## config.mk

```make
export PLATFORM = sky130hd
export DESIGN_NAME = count_sched
export DESIGN_NICKNAME = d
export VERILOG_FILES = /design/src/rtl/count_sched.sv
export SDC_FILE = /design/constraint.sdc
export NUM_CORES = 1
export LEC_CHECK = 0
export CAP_MARGIN = 40
export CELL_PAD_IN_SITES_DETAIL_PLACEMENT = 1
export CELL_PAD_IN_SITES_GLOBAL_PLACEMENT = 1
export CORE_UTILIZATION = 36
export CTS_BUF_LIST = sky130_fd_sc_hd__clkbuf_4 sky130_fd_sc_hd__clkbuf_8
export DETAILED_ROUTE_END_ITERATION = 10
export PLACE_DENSITY = 0.86
export SLEW_MARGIN = 20
export SYNTH_ARGS = -nofsm -noshare
export SYNTH_HDL_FRONTEND = slang
export SYNTH_SLANG_ARGS = --single-unit
```

## constraint.sdc

```tcl
create_clock -name clk -period 4.7 [get_ports clk]
set_clock_uncertainty 0.1 [all_clocks]
set_input_delay 0.47 -clock clk [delete_from_list [all_inputs] [get_ports clk]]
set_output_delay 0.47 -clock clk [all_outputs]
set_load 0.01 [all_outputs]
```

## src/rtl/count_sched.sv

```systemverilog
`default_nettype none
// ============================================================================
// Module      : count_sched
// Description : Round-robin scheduler that shares one loadable WIDTH-bit
//               up-counter between NUM_REQ requesters. A granted requester
//               gets its start value loaded into the counter. When the counter
//               reaches all-ones, the owner gets a one-cycle done pulse.
// Ports       : clk        - system clock, rising-edge active
//               rst        - asynchronous, active-low reset
//               req_i      - level request, one bit per requester
//               req_val_i  - start value per requester, slice [k*WIDTH +: WIDTH]
//               count_i    - current counter value (counter count_o)
//               load_o     - counter load strobe (counter load_i)
//               load_val_o - counter load value (counter load_val_i)
//               gnt_o      - one-hot owner of the current run
//               done_o     - one-cycle completion pulse to the owner
//               busy_o     - high whenever the scheduler is not idle
// Revision    : 1.0 - initial release
// ============================================================================
module count_sched #(
    parameter int NUM_REQ = 2,
    parameter int WIDTH   = 4
) (
    input  logic                       clk,
    input  logic                       rst,
    input  logic [NUM_REQ-1:0]         req_i,
    input  logic [NUM_REQ*WIDTH-1:0]   req_val_i,
    input  logic [WIDTH-1:0]           count_i,
    output logic                       load_o,
    output logic [WIDTH-1:0]           load_val_o,
    output logic [NUM_REQ-1:0]         gnt_o,
    output logic [NUM_REQ-1:0]         done_o,
    output logic                       busy_o
);

    localparam int                 IW         = (NUM_REQ > 1) ? $clog2(NUM_REQ) : 1;
    localparam logic [WIDTH-1:0]   C_TERMINAL = '1;
    localparam logic [IW:0]        C_NUM_REQ  = (IW+1)'(NUM_REQ);
    localparam logic [NUM_REQ-1:0] C_ONE      = NUM_REQ'(1);

    typedef enum logic [1:0] {
        S_IDLE = 2'd0,
        S_LOAD = 2'd1,
        S_RUN  = 2'd2,
        S_DONE = 2'd3
    } state_t;

    state_t             r_state;
    logic [IW-1:0]      r_ptr;      // requester with highest priority next
    logic [IW-1:0]      r_idx;      // owner of the current run

    logic               w_found;
    logic [IW-1:0]      w_win;
    logic [IW:0]        w_cand;
    logic [WIDTH-1:0]   w_win_val;
    logic [IW:0]        w_idx_inc;
    logic [IW-1:0]      w_next_ptr;

    // Round-robin search: scan NUM_REQ positions starting at r_ptr, wrapping
    // modulo NUM_REQ. One extra bit in w_cand holds the pre-wrap sum.
    always_comb begin
        w_found = 1'b0;
        w_win   = '0;
        w_cand  = '0;
        for (int i = 0; i < NUM_REQ; i++) begin
            w_cand = {1'b0, r_ptr} + (IW+1)'(i);
            if (w_cand >= C_NUM_REQ) begin
                w_cand = w_cand - C_NUM_REQ;
            end
            if (!w_found && req_i[w_cand[IW-1:0]]) begin
                w_found = 1'b1;
                w_win   = w_cand[IW-1:0];
            end
        end
    end

    assign w_win_val  = req_val_i[w_win*WIDTH +: WIDTH];

    // Pointer moves just past the requester that was served.
    assign w_idx_inc  = {1'b0, r_idx} + (IW+1)'(1);
    assign w_next_ptr = (w_idx_inc == C_NUM_REQ) ? '0 : w_idx_inc[IW-1:0];

    // load_val_o doubles as the latched start value; it is written only on
    // the IDLE->LOAD transition, so it holds through LOAD, RUN and DONE.
    always_ff @(posedge clk or negedge rst) begin
        if (!rst) begin
            r_state    <= S_IDLE;
            r_ptr      <= '0;
            r_idx      <= '0;
            load_o     <= 1'b0;
            load_val_o <= '0;
            gnt_o      <= '0;
            done_o     <= '0;
            busy_o     <= 1'b0;
        end else begin
            case (r_state)
                S_IDLE: begin
                    if (w_found) begin
                        r_state    <= S_LOAD;
                        r_idx      <= w_win;
                        load_o     <= 1'b1;
                        load_val_o <= w_win_val;
                        gnt_o      <= C_ONE << w_win;
                        busy_o     <= 1'b1;
                    end
                end
                S_LOAD: begin
                    r_state <= S_RUN;
                    load_o  <= 1'b0;
                end
                S_RUN: begin
                    if (count_i == C_TERMINAL) begin
                        r_state <= S_DONE;
                        done_o  <= C_ONE << r_idx;
                    end
                end
                S_DONE: begin
                    r_state <= S_IDLE;
                    r_ptr   <= w_next_ptr;
                    gnt_o   <= '0;
                    done_o  <= '0;
                    busy_o  <= 1'b0;
                end
                default: begin
                    r_state <= S_IDLE;
                    load_o  <= 1'b0;
                    gnt_o   <= '0;
                    done_o  <= '0;
                    busy_o  <= 1'b0;
                end
            endcase
        end
    end

endmodule
`default_nettype wire

```

==> impl_metrics.env, run 1 <==
export IMPL_synthesis_instances=77
export IMPL_worst_pin_slew_ns=0.6686
export IMPL_met3_routed_wirelength_um=138
export IMPL_layout_drive_gt1_share_pct=8.824
export IMPL_place_inst=125
export IMPL_place_hpwl_um=1416
export IMPL_cts_tree="yes"
export IMPL_critical_path_endpoint_type="flip-flop"
export IMPL_hold_violations=0
export IMPL_syn_nets=98
export IMPL_dieArea_mm2=0.002276
export IMPL_clkSinkCount=14
export IMPL_timing_setup_critical_path_class="reg -> reg"
export IMPL_timing_max_cap_violations=0
export IMPL_setup_total_negative_slack_ns=0
export IMPL_core_rowCount=16
export IMPL_synth_seq_cells=14
export IMPL_io_pin_count=26
export IMPL_timing_final_setup_violations=0
export IMPL_post_cts_setup_buffers=0
export IMPL_ctsResizeCount=0
export IMPL_buffers_added_on_ports=25
export IMPL_synth_top_cell_area_share_pct=46.59
export IMPL_power_density_cell_area_mw_per_mm2=596.1
export IMPL_slew_violations=0
export IMPL_syn_mean_instance_area_um2=9.766
export IMPL_crit_slowest_cell="dfrtp_1"
export IMPL_critical_path_n_buffers_inverters=1
export IMPL_drt_total_wl_um=1895
export IMPL_grt_ovfl_total=0
export IMPL_dr_wl_met2_um=1003
export IMPL_unrepaired_setup_endpoints_after_global_routing="false"
export IMPL_netlist_cell_type_count=27
export IMPL_area_growth_synth_to_final_pct=39.27
export IMPL_antenna_cells_inserted=0
export IMPL_synth_sequential_area_ratio_pct=46.59
export IMPL_worstPathCellList="inv_1 > ha_1 > nor3b_4 > a21oi_2 > mux2_4"
export IMPL_initial_antenna_violation_count=0
export IMPL_period_share_pct=38.28
export IMPL_highest_layer="met4"
export IMPL_final_net_count=124
export IMPL_detailroute_via_count=659
export IMPL_final_core_utilization_pct=53.38
export IMPL_dieWidth_um=47.71
export IMPL_dr_first_iter_drc_count=5
export IMPL_timing_final_crit_period_ns=1.799
export IMPL_mostFrequentLayoutCell="clkdlybuf4s50_1"
export IMPL_worst_ep_arrival_time_ns=1.87
export IMPL_initial_utilization_pct=38.33
export IMPL_h_tree_level_count=1
export IMPL_synth_top_cells_by_area="dfrtp_1, ha_1, o21ai_0, a31oi_1, nor2_1"
export IMPL_dr_pass1_iters=3
export IMPL_critical_path_max_stage_delay_ns=0.43
export IMPL_first_pass_grt_wire_length_um=2870
export IMPL_clk_pin_slew_ns=0.09
export IMPL_place_congestion=0.7022
export IMPL_final_cell_mix="clkdlybuf4s50_1, dfrtp_1, o21ai_0"
export IMPL_fmax_mhz=555.8
export IMPL_post_drt_wl_per_cell_um=14.69
export IMPL_cp_required_ns=4.77
export IMPL_dr_drc_count=0
export IMPL_synth_top_cell_by_area="dfrtp_1"
export IMPL_cts_max_path_buffers=2
export IMPL_grt_max_degree=15
export IMPL_m1WireLength_um=740
export IMPL_grt_pass1_vias=651
export IMPL_cellLeakagePower_nw=0.4356
export IMPL_core_area_mm2=0.001962
export IMPL_cts_made_buffers=3
export IMPL_route_antenna_remaining_nets=0
export IMPL_final_setup_worst_slack_ns=2.901
export IMPL_worst_hold_path_type="reg -> reg"
export IMPL_run_status="finished clean"
export IMPL_detailedPlace_worstSlack_ns=2.641
export IMPL_worstSetupStartpointType="flip-flop"
export IMPL_yosys_warnings=0
export IMPL_clk_latency_ns=0.28
export IMPL_mappedNetlistArea_um2=752.0
export IMPL_finalNonFillerCells=129
export IMPL_clk_root_buffer_cell="clkbuf_4"
export IMPL_maxSlewHeadroom_pct=55.28
export IMPL_die_y_um=47.71
export IMPL_avgViaCountPerCell=5.109
export IMPL_timing_critical_path_max_delay_family="flip-flops"
export IMPL_cts_hold_buffers_added=0
export IMPL_cp_max_fo=6
export IMPL_worst_ir_drop_vdd_mv=0.3228
export IMPL_global_router_s_overall_resource_usage_pct=18.99
==> logic make-up after synthesis <==
| kind of cell | synth area share (%) |
|---|---|
| mux | 1.996 |
| simple gates | 17.64 |
| buf+inv | 6.821 |
| fa+ha+maj | 8.319 |
| compound gates | 18.64 |
| flops | 46.59 |
==> cells in the mapped netlist <==
cell type,instances
a21oi_1,2
clkbuf_2,1
buf_6,1
a21oi_2,1
nand2b_1,1
o21ai_0,9
nor2_1,8
o21a_1,1
nand4_1,1
o22ai_1,1
buf_2,1
and2b_2,1
nor4b_1,1
clkbuf_1,1
a311o_1,1
nor2b_1,1
dfrtp_1,14
nand3_1,5
a31oi_1,5
nor3b_1,1
inv_1,7
mux2_4,1
nor3b_4,1
nand2_1,4
o32a_2,1
ha_1,5
a32o_1,1
==> path summary, 6_finish.rpt <==
| check | end | startpoint | slack [ns] | depth (start not counted) |
|---|---|---|---|---|
| worst max-delay path | r_state[1] | r_state[1] | 2.90 | 5 |
| worst min-delay path | r_ptr | r_idx | 0.41 | 1 |
| worst max register to register | r_state[1] | r_state[1] | 2.90 | 5 |
| worst min register to register | r_ptr | r_idx | 0.41 | 1 |
| max in group asynchronous | load_val_o[3] | rst | 3.57 | 1 |
| min in group asynchronous | load_val_o[2] | rst | 0.49 | 1 |
==> metrics by stage <==
step                      hold WS [ns]  power (mW)  instance area [µm²]
after detailed placement        0.4035      0.5439                 1011
after floorplan                0.07441      0.4066                752.0
after global routing            0.4407      0.6754                 1047
after CTS                       0.4164      0.6342                 1047
final                           0.4146      0.6243                 1047
after global placement          0.3912      0.5273                 1011
==> sequential cells by signal, summed over array words and instances (netlist names) <==
name	count
busy_o	1
done_o	2
gnt_o	2
load_o	1
load_val_o	4
r_idx	1
r_ptr	1
r_state	2
==> metal layers <==
layer / track usage [%] / up-vias
met5: 0 / -
met4: 6.667 / 0
met3: 4.151 / 2
met2: 37.84 / 24
met1: 18.84 / 315
li1: - / 318
==> worst reg2reg max path: cells and delay by family, from the launching register on <==
kind | cells | cell delay (ns)
flops | 1 | 0.43
buf+inv | 1 | 0.13
fa+ha+maj | 1 | 0.28
mux | 1 | 0.31
simple gates | 1 | 0.36
compound gates | 1 | 0.08
==> power breakdown <==
part / internal, mW / total [mW] / switching [mW]
registers: 0.179 / 0.222 / 0.0431
logic: 0.170 / 0.316 / 0.146
clock network: 0.0470 / 0.0863 / 0.0393
==> final cells by class <==
cell class	count	area, µm²
clock buffers	4	36.28
well taps	27	33.78
multi-input cells	52	350.3
flip-flops and latches	14	350.3
inverters	7	26.28
fillers	241	914.6
repair buffers	25	250.2
No activity file was read; power rests on OpenSTA's default activity.
==> inputs of run 2 (changes only) <==
--- a/config.mk
+++ b/config.mk
@@ -8,10 +8,10 @@
 export CAP_MARGIN = 40
 export CELL_PAD_IN_SITES_DETAIL_PLACEMENT = 1
 export CELL_PAD_IN_SITES_GLOBAL_PLACEMENT = 1
-export CORE_UTILIZATION = 36
+export CORE_UTILIZATION = 34
 export CTS_BUF_LIST = sky130_fd_sc_hd__clkbuf_4 sky130_fd_sc_hd__clkbuf_8
 export DETAILED_ROUTE_END_ITERATION = 10
-export PLACE_DENSITY = 0.86
+export PLACE_DENSITY = 0.82
 export SLEW_MARGIN = 20
 export SYNTH_ARGS = -nofsm -noshare
 export SYNTH_HDL_FRONTEND = slang
==> constraint.sdc (replaced) <==
create_clock -name clk -period 1.7 [get_ports clk]
set_clock_uncertainty 0.1 [all_clocks]
set_input_delay 0.17 -clock clk [delete_from_list [all_inputs] [get_ports clk]]
set_output_delay 0.17 -clock clk [all_outputs]
set_load 0.01 [all_outputs]
==> impl_metrics.env, run 2 (synthesized netlist as in run 1, its figures left out) <==
export IMPL_run_status="finished clean"
export IMPL_dieArea_mm2=0.002404
export IMPL_p_int_mw=1.138
export IMPL_route_antenna_remaining_nets=0
export IMPL_clkSinkCount=14
export IMPL_cts_made_buffers=3
export IMPL_buffers_added_on_ports=25
export IMPL_p_sw_share_pct=36.29
export IMPL_clk_latency_ns=0.28
export IMPL_fmax_mhz=628.6
export IMPL_setup_total_negative_slack_ns=0
export IMPL_initial_antenna_violation_count=0
export IMPL_drt_total_wl_um=1847
export IMPL_clk_pin_slew_ns=0.09
export IMPL_area_growth_synth_to_final_pct=44.59
export IMPL_worstSetupStartpointType="flip-flop"
export IMPL_cts_max_path_buffers=2
export IMPL_dr_drc_count=0
export IMPL_met2_usage_pct=34.72
export IMPL_largest_register_ffs=4
export IMPL_rr_startpoint="r_state[1]"
export IMPL_top_usage_layer="met2"
export IMPL_h_tree_level_count=1
export IMPL_cellLeakagePower_nw=0.4587
export IMPL_clockPowerShare_pct=13.7
export IMPL_grt_ovfl_total=0
export IMPL_period_share_pct=93.58
export IMPL_timing_critical_path_from="r_state[1]"
export IMPL_power_density_cell_area_mw_per_mm2=1643
export IMPL_final_setup_worst_slack_ns=0.1091
export IMPL_cp_required_ns=1.77
export IMPL_core_area_mm2=0.002022
export IMPL_timing_setup_critical_path_class="reg -> reg"
export IMPL_post_drt_wl_per_cell_um=13.78
export IMPL_share_comb_of_total_power_pct=52.8
export IMPL_worst_hold_path_type="in -> async"
export IMPL_place_hpwl_um=1413
export IMPL_dieWidth_um=49.03
export IMPL_final_net_count=129
export IMPL_first_pass_grt_wire_length_um=3236
export IMPL_seqPwrFrac_pct=33.5
export IMPL_unrepaired_setup_endpoints_after_global_routing="false"
export IMPL_dr_first_iter_drc_count=1
export IMPL_core_rowCount=16
export IMPL_critical_path_endpoint_type="flip-flop"
export IMPL_timing_final_setup_violations=0
export IMPL_n_fill_cell=241
export IMPL_timing_final_crit_period_ns=1.591
export IMPL_clk_root_buffer_cell="clkbuf_4"
export IMPL_initial_utilization_pct=37.19
export IMPL_global_router_s_overall_resource_usage_pct=17.97
export IMPL_detailroute_via_count=678
export IMPL_io_pin_count=26
export IMPL_grt_pass1_vias=748
export IMPL_grt_max_degree=15
export IMPL_avgViaCountPerCell=5.060
export IMPL_timing_max_cap_violations=0
export IMPL_maxSlewHeadroom_pct=76.54
export IMPL_use_met3_pct=3.427
export IMPL_dr_pass1_iters=4
export IMPL_detailedPlace_worstSlack_ns=0.06352
export IMPL_hold_violations=0
export IMPL_worst_ep_arrival_time_ns=1.66
export IMPL_place_congestion=0.7051
export IMPL_worst_pin_slew_ns=0.3519
export IMPL_cp_max_fo=6
export IMPL_final_cell_mix="clkdlybuf4s50_1, dfrtp_1, o21ai_0"
export IMPL_grtUsageMet1_pct=18.66
export IMPL_p_switching_mw=0.6482
export IMPL_post_cts_setup_buffers=0
export IMPL_largest_register="load_val_o"
export IMPL_antenna_cells_inserted=0
export IMPL_slew_violations=0
export IMPL_worst_ir_drop_vdd_mv=0.9645
export IMPL_mostFrequentLayoutCell="clkdlybuf4s50_1"
export IMPL_die_y_um=49.03
export IMPL_layout_drive_gt1_share_pct=14.02
export IMPL_cts_tree="yes"
run 2: per-layer routing:
metal  wire length [µm]  share of wire, %
met1                762                41
met2                987                53
met3                 88               4.8
met5                  0                 0
met4                  9              0.49
run 2: final timing paths:
check / endpoint / slack (ns) / cells after the start
min in group clk: load_val_o[0] / 0.38 / 3
max: r_state[1] / 0.11 / 5
min reg2reg: gnt_o[0] / 0.42 / 2
min: r_ptr / 0.10 / 2
max reg2reg: r_state[1] / 0.11 / 5
max in group asynchronous: gnt_o[0] / 1.23 / 2
run 2: area by class of cell:
cell class / instances / area, µm² / share of cell area (%)
inverter: 7 / 26.28 / 2.417
sequential: 14 / 350.3 / 32.22
clock buffer: 4 / 36.28 / 3.337
tap: 27 / 33.78 / 3.107
multi-input combinational: 52 / 352.8 / 32.45
timing repair buffer: 30 / 287.8 / 26.47
run 2: metrics by stage:
stage	cell area (µm²)	power [mW]	hold WS [ns]	utilization, %	instances
detailed placement	1049	1.549	0.4015	51.86	130
global placement	1049	1.504	0.3853	51.86	130
CTS	1085	1.813	0.1062	53.65	134
global route	1087	1.939	0.09804	53.77	134
floorplan	752.0	1.124	-0.2256	-	77
finish	1087	1.786	0.1028	53.77	134
run 2: power groups by stage:
stage                     clock (mW)  sequential [mW]  combinational (mW)
after floorplan                    0            0.651               0.474
after global placement             0            0.597               0.907
after detailed placement           0            0.605               0.943
after CTS                      0.251            0.601               0.961
after global routing           0.269            0.626                1.04
final                          0.244            0.598               0.944
run 2: what timing repair did:
item,in CTS,in global routing
gates resized for setup,0,1
hold buffers,0,0
endpoints found under the setup margin,0,2
run 2: worst max-delay path: stages, from the launching register on:
cell	delay [ns]
dfrtp_1	0.39
inv_1	0.11
ha_2	0.24
nor3b_4	0.25
a21oi_2	0.08
mux2_4	0.31
==> inputs of run 3 (changes only) <==
--- a/config.mk
+++ b/config.mk
@@ -5,13 +5,14 @@
 export SDC_FILE = /design/constraint.sdc
 export NUM_CORES = 1
 export LEC_CHECK = 0
+export ABC_AREA = 1
 export CAP_MARGIN = 40
 export CELL_PAD_IN_SITES_DETAIL_PLACEMENT = 1
 export CELL_PAD_IN_SITES_GLOBAL_PLACEMENT = 1
-export CORE_UTILIZATION = 34
+export CORE_UTILIZATION = 32
 export CTS_BUF_LIST = sky130_fd_sc_hd__clkbuf_4 sky130_fd_sc_hd__clkbuf_8
 export DETAILED_ROUTE_END_ITERATION = 10
-export PLACE_DENSITY = 0.82
+export PLACE_DENSITY = 0.8
 export SLEW_MARGIN = 20
 export SYNTH_ARGS = -nofsm -noshare
 export SYNTH_HDL_FRONTEND = slang
==> impl_metrics.env, run 3 <==
export IMPL_run_status="finished clean"
export IMPL_synth_enable_flop_cells=0
export IMPL_first_pass_grt_wire_length_um=3084
export IMPL_clkSinkCount=14
export IMPL_initial_utilization_pct=33.75
export IMPL_largest_register_ffs=4
export IMPL_clk_latency_ns=0.29
export IMPL_cp_max_fo=8
export IMPL_synth_top_cell_area_share_pct=47.38
export IMPL_avgViaCountPerCell=4.728
export IMPL_synthFlopType="dfrtp_1"
export IMPL_cts_made_buffers=3
export IMPL_xor_xnor_fraction_of_synth_area_pct=0
export IMPL_timing_critical_path_max_delay_family="flip-flops"
export IMPL_critical_path_endpoint_type="flip-flop"
export IMPL_dieArea_mm2=0.002507
export IMPL_initial_antenna_violation_count=0
export IMPL_drt_total_wl_um=1836
export IMPL_io_pin_count=26
export IMPL_layout_cell_area_non_filler_mm2=0.001069
export IMPL_timing_final_crit_period_ns=1.533
export IMPL_timing_max_cap_violations=0
export IMPL_post_cts_setup_buffers=0
export IMPL_post_synth_and_or_nand_nor_area_fraction_pct=29.78
export IMPL_post_synth_most_frequent_cells="nand2_1, dfrtp_1, nand3_1, ha_1, inv_1"
export IMPL_worst_pin_slew_ns=0.3341
export IMPL_core_rowCount=17
export IMPL_mostFrequentLayoutCell="nand2_1"
export IMPL_antenna_cells_inserted=0
export IMPL_synth_top_cells_by_area="dfrtp_1, nand2_1, ha_1, nand3_1, o211ai_1"
export IMPL_clk_root_buffer_cell="clkbuf_4"
export IMPL_period_share_pct=90.20
export IMPL_synth_seq_cells=14
export IMPL_synth_top_family_by_area="simple AND/OR/NAND/NOR gates"
export IMPL_yosysMostFrequentCell="nand2_1"
export IMPL_layout_drive_gt1_share_pct=12.61
export IMPL_ys_async_sr_fraction_pct=100.0
export IMPL_grt_ovfl_total=0
export IMPL_report_power_total_mw=1.687
export IMPL_critical_path_max_stage_delay_ns=0.43
export IMPL_synth_top_cell_by_area="dfrtp_1"
export IMPL_clk_pin_slew_ns=0.10
export IMPL_worstSetupStartpointType="flip-flop"
export IMPL_synth_compound_area_share_pct=10.32
export IMPL_dpl_instance_area_mm2=0.001032
export IMPL_dieWidth_um=50.07
export IMPL_p_sw_share_pct=39.61
export IMPL_netlist_cell_type_count=15
export IMPL_cts_tree="yes"
export IMPL_global_router_s_overall_resource_usage_pct=16.81
export IMPL_post_drt_wl_per_cell_um=12.49
export IMPL_area_growth_synth_to_final_pct=44.50
export IMPL_cellLeakagePower_nw=0.5294
export IMPL_place_inst=143
export IMPL_syn_mean_instance_area_um2=8.309
export IMPL_worst_hold_path_type="in -> async"
export IMPL_slew_violations=0
export IMPL_synth_sequential_area_ratio_pct=47.38
export IMPL_yosys_warnings=0
export IMPL_dr_first_iter_drc_count=18
export IMPL_finalNonFillerCells=147
export IMPL_grt_pass1_vias=725
export IMPL_grt_max_degree=15
export IMPL_cts_max_path_buffers=2
export IMPL_detailroute_via_count=695
export IMPL_route_antenna_remaining_nets=0
export IMPL_p_int_mw=1.019
export IMPL_cp_required_ns=1.82
export IMPL_timing_setup_critical_path_class="reg -> reg"
export IMPL_clockPowerShare_pct=14.9
export IMPL_share_comb_of_total_power_pct=50.4
export IMPL_place_hpwl_um=1452
export IMPL_setup_total_negative_slack_ns=0
export IMPL_p_switching_mw=0.6682
export IMPL_die_y_um=50.07
export IMPL_seqPwrFrac_pct=34.7
export IMPL_final_cell_mix="nand2_1, clkdlybuf4s50_1, dfrtp_1"
export IMPL_hold_violations=0
export IMPL_worst_ep_arrival_time_ns=1.65
export IMPL_worst_ir_drop_vdd_mv=0.8988
export IMPL_mappedNetlistArea_um2=739.5
export IMPL_hold_ws_ns=0.08481
export IMPL_unrepaired_setup_endpoints_after_global_routing="false"
export IMPL_maxSlewHeadroom_pct=77.49
export IMPL_h_tree_level_count=1
export IMPL_dr_drc_count=0
export IMPL_crit_slowest_cell="dfrtp_1"
export IMPL_buffers_added_on_ports=25
export IMPL_synthesis_instances=89
export IMPL_fmax_mhz=652.1
export IMPL_power_density_cell_area_mw_per_mm2=1579
export IMPL_post_synth_fa_ha_maj_area_fraction_pct=8.460
export IMPL_timing_final_setup_violations=0
export IMPL_final_net_count=141
export IMPL_cts_hold_buffers_added=0
export IMPL_core_area_mm2=0.002191
export IMPL_place_congestion=0.7875
export IMPL_syn_nets=110
export IMPL_dr_pass1_iters=4
export IMPL_critical_path_n_buffers_inverters=2
export IMPL_synth_mux_area_share_pct=0
export IMPL_ctsResizeCount=0
export IMPL_worstPathCellList="inv_1 > ha_1 > o21ai_4 > inv_2 > nand2_2 > o21ai_2"
export IMPL_largest_register="load_val_o"
==> run 3: kinds of logic (layout without fill, tap and decap cells) <==
group           count (synthesis)  count (layout)
flops                          14              14
simple gates                   52              52
buf+inv                         8              38
compound gates                 10              10
fa+ha+maj                       5               5
==> run 3: cell type report <==
class	count	area, µm²
fill	271	1122
multi-input combinational	67	359.1
sequential	14	350.3
timing repair buffer	26	257.7
clock buffer	4	36.28
tap	28	35.03
inverter	8	30.03
==> run 3: layer usage <==
metal,track usage (%),vias to the layer above,share of wire [%]
met2,31.56,24,51
met5,0,-,0
met1,17.27,321,43
met3,4.012,3,4.6
met4,7.143,0,1.5
li1,-,347,-
==> run 3: stage by stage <==
stage	util (%)	setup WS [ns]
6_report	48.77	0.1665
5_1_grt	48.77	0.04458
4_1_cts	48.77	0.1531
3_5_place_dp	47.12	0.1411
3_3_place_gp	47.12	0.2028
2_1_floorplan	-	0.3806
==> run 3: worst paths after layout <==
check                                    from            end  slack [ns]  cells after the start
worst min register to register  load_val_o[2]  load_val_o[2]        0.39                      2
worst min-delay path                      rst  load_val_o[3]        0.08                      2
worst max-delay path               r_state[0]       gnt_o[0]        0.17                      6
min in group clk                load_val_o[2]  load_val_o[2]        0.39                      2
worst max register to register     r_state[0]       gnt_o[0]        0.17                      6
max in group asynchronous                 rst      done_o[0]        1.24                      2
==> run 3: power by group through the flow <==
stage                     Sequential [mW]  Clock (mW)  Combinational, mW
after detailed placement            0.597           0              0.864
after CTS                           0.591       0.260              0.868
after global placement              0.592           0              0.845
after global routing                0.605       0.266              0.966
after floorplan                     0.620           0              0.463
final                               0.586       0.251              0.850
